--- src/rtl/uart_tx_serializer.sv ---
// uart_tx_serializer: pops words from an upstream FIFO and sends them as UART frames
// (start, LSB-first data, optional parity, 1-2 stop bits) on a registered serial line.
module uart_tx_serializer #(
  parameter int CLKS_PER_BIT = 868,
  parameter int DATA_BITS    = 8,
  parameter int PARITY_EN    = 0,
  parameter int PARITY_ODD   = 0,
  parameter int STOP_BITS    = 1
) (
  input  logic                 clk,
  input  logic                 rst_n,
  input  logic                 tx_en,
  input  logic                 fifo_empty,
  input  logic [DATA_BITS-1:0] fifo_data,
  output logic                 fifo_pop,
  output logic                 tx,
  output logic                 busy,
  output logic                 done
);
  localparam int BW = CLKS_PER_BIT > 2 ? $clog2(CLKS_PER_BIT) : 1;
  localparam int IW = $clog2(DATA_BITS);
  localparam logic [BW-1:0] BAUD_LAST = BW'(CLKS_PER_BIT - 1);
  localparam logic [IW-1:0] IDX_LAST = IW'(DATA_BITS - 1);
  localparam logic STOP_LAST = 1'(STOP_BITS - 1);
  localparam logic [2:0] IDLE = 3'd0, START = 3'd1, DATA = 3'd2, PARITY = 3'd3, STOP = 3'd4;
  initial begin
    assert (CLKS_PER_BIT >= 2 && DATA_BITS >= 5 && DATA_BITS <= 9 &&
            (STOP_BITS == 1 || STOP_BITS == 2) &&
            (PARITY_EN == 0 || PARITY_EN == 1) && (PARITY_ODD == 0 || PARITY_ODD == 1))
      else $fatal(1, "uart_tx_serializer: illegal parameter value");
  end
  logic [2:0] state, state_nx;
  logic [BW-1:0] baud;
  logic [IW-1:0] idx;
  logic stop_idx;
  logic [DATA_BITS-1:0] shreg;
  logic par;
  logic bit_end;
  logic tx_nx;
  assign bit_end = baud == BAUD_LAST;
  // Gated by rst_n so the FIFO never sees a pop while reset is held.
  assign fifo_pop = rst_n & (state == IDLE) & tx_en & ~fifo_empty;
  assign busy = state != IDLE;
  assign done = (state == STOP) & bit_end & (stop_idx == STOP_LAST);
  always_comb begin
    state_nx = state;
    case (state)
      IDLE:    state_nx = fifo_pop ? START : IDLE;
      START:   state_nx = bit_end ? DATA : START;
      DATA:    state_nx = (bit_end && idx == IDX_LAST) ? (PARITY_EN != 0 ? PARITY : STOP) : DATA;
      PARITY:  state_nx = bit_end ? STOP : PARITY;
      STOP:    state_nx = done ? IDLE : STOP;
      default: state_nx = IDLE;
    endcase
  end
  // tx is registered, so it is computed from the state being entered this edge.
  always_comb begin
    tx_nx = 1'b1;
    case (state_nx)
      START:   tx_nx = 1'b0;
      DATA:    tx_nx = (state == DATA && bit_end) ? shreg[1] : shreg[0];
      PARITY:  tx_nx = par;
      default: tx_nx = 1'b1;
    endcase
  end
  always_ff @(posedge clk or negedge rst_n) begin
    if (!rst_n) begin
      state    <= IDLE;
      baud     <= '0;
      idx      <= '0;
      stop_idx <= 1'b0;
      shreg    <= '0;
      par      <= 1'b0;
      tx       <= 1'b1;
    end else begin
      state    <= state_nx;
      baud     <= (state == IDLE || bit_end) ? '0 : baud + 1'b1;
      idx      <= state == DATA ? (bit_end ? idx + 1'b1 : idx) : '0;
      stop_idx <= state == STOP ? (bit_end ? ~stop_idx : stop_idx) : 1'b0;
      tx       <= tx_nx;
      if (fifo_pop) begin
        shreg <= fifo_data;
        par   <= (^fifo_data) ^ (PARITY_ODD != 0);
      end else if (state == DATA && bit_end) begin
        shreg <= shreg >> 1;
      end
    end
  end
endmodule

--- config.mk ---
export PLATFORM = sky130hd
export DESIGN_NAME = uart_tx_serializer
export DESIGN_NICKNAME = d
export VERILOG_FILES = /design/src/rtl/uart_tx_serializer.sv
export SDC_FILE = /design/constraint.sdc
export NUM_CORES = 1
export LEC_CHECK = 0
export ABC_AREA = 1
export CELL_PAD_IN_SITES_DETAIL_PLACEMENT = 0
export CELL_PAD_IN_SITES_GLOBAL_PLACEMENT = 1
export CORE_AREA = 2 2 64 66
export CTS_BUF_LIST = sky130_fd_sc_hd__clkbuf_4 sky130_fd_sc_hd__clkbuf_8
export DETAILED_ROUTE_END_ITERATION = 8
export DIE_AREA = 0 0 66 68
export GPL_TIMING_DRIVEN = 0
export PLACE_DENSITY = 0.87
export SLEW_MARGIN = 20
export SYNTH_ARGS = -nofsm -noshare
export SYNTH_HDL_FRONTEND = slang
export SYNTH_SLANG_ARGS = --single-unit
--- constraint.sdc ---
create_clock -name clk -period 1.84 [get_ports clk]
set_input_delay 0.552 -clock clk [delete_from_list [all_inputs] [get_ports clk]]
set_output_delay 0.552 -clock clk [all_outputs]
set_load 0.1 [all_outputs]
==> impl_metrics.yaml <==
power:
  switching_share_pct: 21.5
  p_leak_nw: 1.00
  cell_internal_pwr_mw: 0.814
  p_total_mw: 1.04
  p_per_area_mw_per_mm2: 507
  comb_power_share_pct: 8.3
  p_seq_share_pct: 58.1
  ir_worst_vdd_v: 0.000386
  p_switching_mw: 0.223
  p_clk_share_pct: 33.6
layout:
  layout-drive-gt1-share_pct: 25.2
  regArea_um2: 682
  fillerInstances: 390
  nets: 254
  multiInputGateArea_um2: 862
  most-common-layout-cells: "56 x nand2_1, 25 x nor2_1, 22 x dfrtp_1, 17 x buf_4, 13 x inv_1"
  final_common_cell: "nand2_1"
  area_growth_pct: 28.3
  fin_area_mm2: 0.00204
  diodes: 0
global_route:
  grt_pass1_vias: 1364
  grt_overflow: 0
  grt_pass1_wl_um: 6030
  grt_start_max_net_pins: 29
  grt.total_usage_pct: 17.3
  grt_antenna_before_repair: 0
timing:
  fmax_mhz: 509
  fin_skew_ns: 0.00334
  timing.slew.headroom_pct: 68.1
  finalMaxSlewViolations: 0
  rsz0062_at_grt: "true"
  worst_slack_ns: -0.124
  period_share_pct: 107
  period_needed_ns: 1.96
  tightest_slew_ns: 0.481
  finalHoldViolations: 0
  setup_violations: 2
floorplanning:
  die_x_um: 66
  die-area_mm2: 0.00449
  core.rowCount: 23
  die_h_um: 68
  num_io_pins: 16
  start_util_pct: 41.3
  core_mm2: 0.00386
detailed_routing:
  ant_nets: 0
  wire_per_inst_um: 11.5
  routed_wl_um: 3320
  first_iter_violations: 60
  vias: 1384
  viasPerCell: 4.81
  drc: 0
  first_pass_iters: 4
logic_synthesis:
  synthDominantCellAreaShare_pct: 40.8
  ys_seq_elements: 27
  synthCells: 203
  synth_area_per_cell_um2: 7.85
  ys_types: 29
  synthesis.nets: 218
  yosysSeqAreaShare_pct: 42.5
  yosysTopAreaCell: "dfrtp_1"
  synth_area_leaders: "dfrtp_1 41%, nand2_1 13%, nor2_1 6.4%"
  syn_area_mm2: 0.00159
  synth_warnings: 0
placed_design:
  place_ws_ns: -1.51
  placed_area_mm2: 0.00184
  io_buffers: 15
  place.detailed.hpwl_um: 2330
  globalplace.congestion: 0.806
job:
  drv_cap: 0
setup_path:
  crit_path_end_kind: "output port"
  critPathKind: "register to output port"
  critPathArrivalTime_ns: 1.41
  path_max_fanout: 6
  worstPathRequired_ns: 1.29
  cp-start-kind: "register"
cts:
  worstSkewPairLatency_ns: 0.27
  clock_path_buffers: 2
  cts_root_buf: "clkbuf_8"
  postCtsHoldBufs: 0
  cts_buffers: 3
  cts_tree: "yes"
  htree_levels: 1
  clock-sinks: 27
  cts.clk_slew.worst_paths_ns: 0.09
min_path:
  hold_class: "input pin to async pin"
status:
  status: "finished, violations left"
  violations: "setup timing"
[critical path, cell delays in order, from the launching register on]
cell	delay [ns]
dfrtp_1	0.41
inv_2	0.13
nand3_4	0.09
nor2_4	0.13
nand2_2	0.08
nor2_4	0.11
buf_12	0.18
[cell type report]
cell class              instances  share of cell area, %
repair buffers                 31                   14.3
inverters                      20                   3.67
flip-flops and latches         27                   33.4
well taps                      50                   3.06
clock buffers                   4                   2.39
multi-input cells             154                   42.2
plain buffers                   2                   1.10
[sequential cells by signal, summed over array words and instances (netlist names)]
| register | count |
|---|---|
| baud | 10 |
| idx | 3 |
| par | 1 |
| shreg | 8 |
| state | 3 |
| stop_idx | 1 |
| tx | 1 |
[synth_stat cells]
| library cell | count |
|---|---|
| nor2_4 | 4 |
| a21oi_1 | 9 |
| nand3b_1 | 1 |
| xnor2_1 | 4 |
| nand3_2 | 1 |
| or2_1 | 2 |
| ha_1 | 3 |
| nor2_1 | 27 |
| inv_1 | 16 |
| o21ai_0 | 4 |
| buf_6 | 2 |
| nand4_1 | 3 |
| inv_2 | 4 |
| o211ai_1 | 2 |
| dfrtp_1 | 26 |
| o21a_1 | 1 |
| nor3_1 | 3 |
| nand2_2 | 4 |
| nand3_1 | 13 |
| nand2_4 | 2 |
| a21oi_2 | 1 |
| and2_1 | 1 |
| dfstp_2 | 1 |
| nand2_1 | 57 |
| nor2_2 | 2 |
| xor2_1 | 4 |
| o21bai_4 | 1 |
| nand4_4 | 1 |
| o21ai_1 | 4 |
[cell families after synthesis]
kind of cell | count (synthesis) | share of synthesized area [%]
AND/OR/NAND/NOR | 121 | 36.2
flip-flops | 27 | 42.5
AO/OA/AOI/OAI | 22 | 8.48
buffers and inverters | 22 | 6.12
XOR/XNOR | 8 | 4.40
adder cells (fa/ha/maj) | 3 | 2.36
[what timing repair did]
| item | CTS | global route |
|---|---|---|
| endpoints found under the setup margin | 4 | 2 |
| pin swaps | 6 | 1 |
| setup buffers | 14 | 2 |
| cloned | 0 | 0 |
| gates resized for setup | 43 | 1 |
[final timing paths]
check	start	end	slack, ns	cells past startpoint
max	baud[7]$_DFF_PN0_	done	-0.12	6
min	rst_n	baud[0]$_DFF_PN0_	0.09	1
max reg2reg	baud[2]$_DFF_PN0_	baud[8]$_DFF_PN0_	0.26	7
min reg2reg	idx[1]$_DFFE_PN0P_	idx[1]$_DFFE_PN0P_	0.49	2
max in group asynchronous	rst_n	tx$_DFF_PN1_	1.52	1
min in group clk	idx[1]$_DFFE_PN0P_	idx[1]$_DFFE_PN0P_	0.49	2
[power groups by stage]
stage          Combinational [mW]  Clock (mW)  Sequential [mW]
5_1_grt                    0.0987       0.377            0.604
3_3_place_gp               0.0849           0            0.615
4_1_cts                    0.0879       0.366            0.603
3_5_place_dp               0.0851           0            0.615
6_report                   0.0859       0.348            0.603
2_1_floorplan              0.0383           0            0.614
[per-layer routing]
metal  GRT usage (%)  up-vias  routed length, um
met2            29.7       19               1540
met4            5.36        0                 47
li1                -      718                  -
met5               0        -                  0
met1            23.0      643               1660
met3            2.14        4                 64
[through the flow]
stage / utilization, % / cells / TNS [ns] / hold slack (ns)
2_1_floorplan: - / 203 / -0.140 / 0.256
3_3_place_gp: 47.8 / 268 / -22.84 / 0.460
3_5_place_dp: 47.7 / 268 / -5.19 / 0.471
4_1_cts: 52.6 / 286 / -0.226 / 0.0863
5_1_grt: 53.0 / 288 / -0.328 / 0.0892
6_report: 53.0 / 288 / -0.204 / 0.0881
Power figures use the tool's default switching activity.
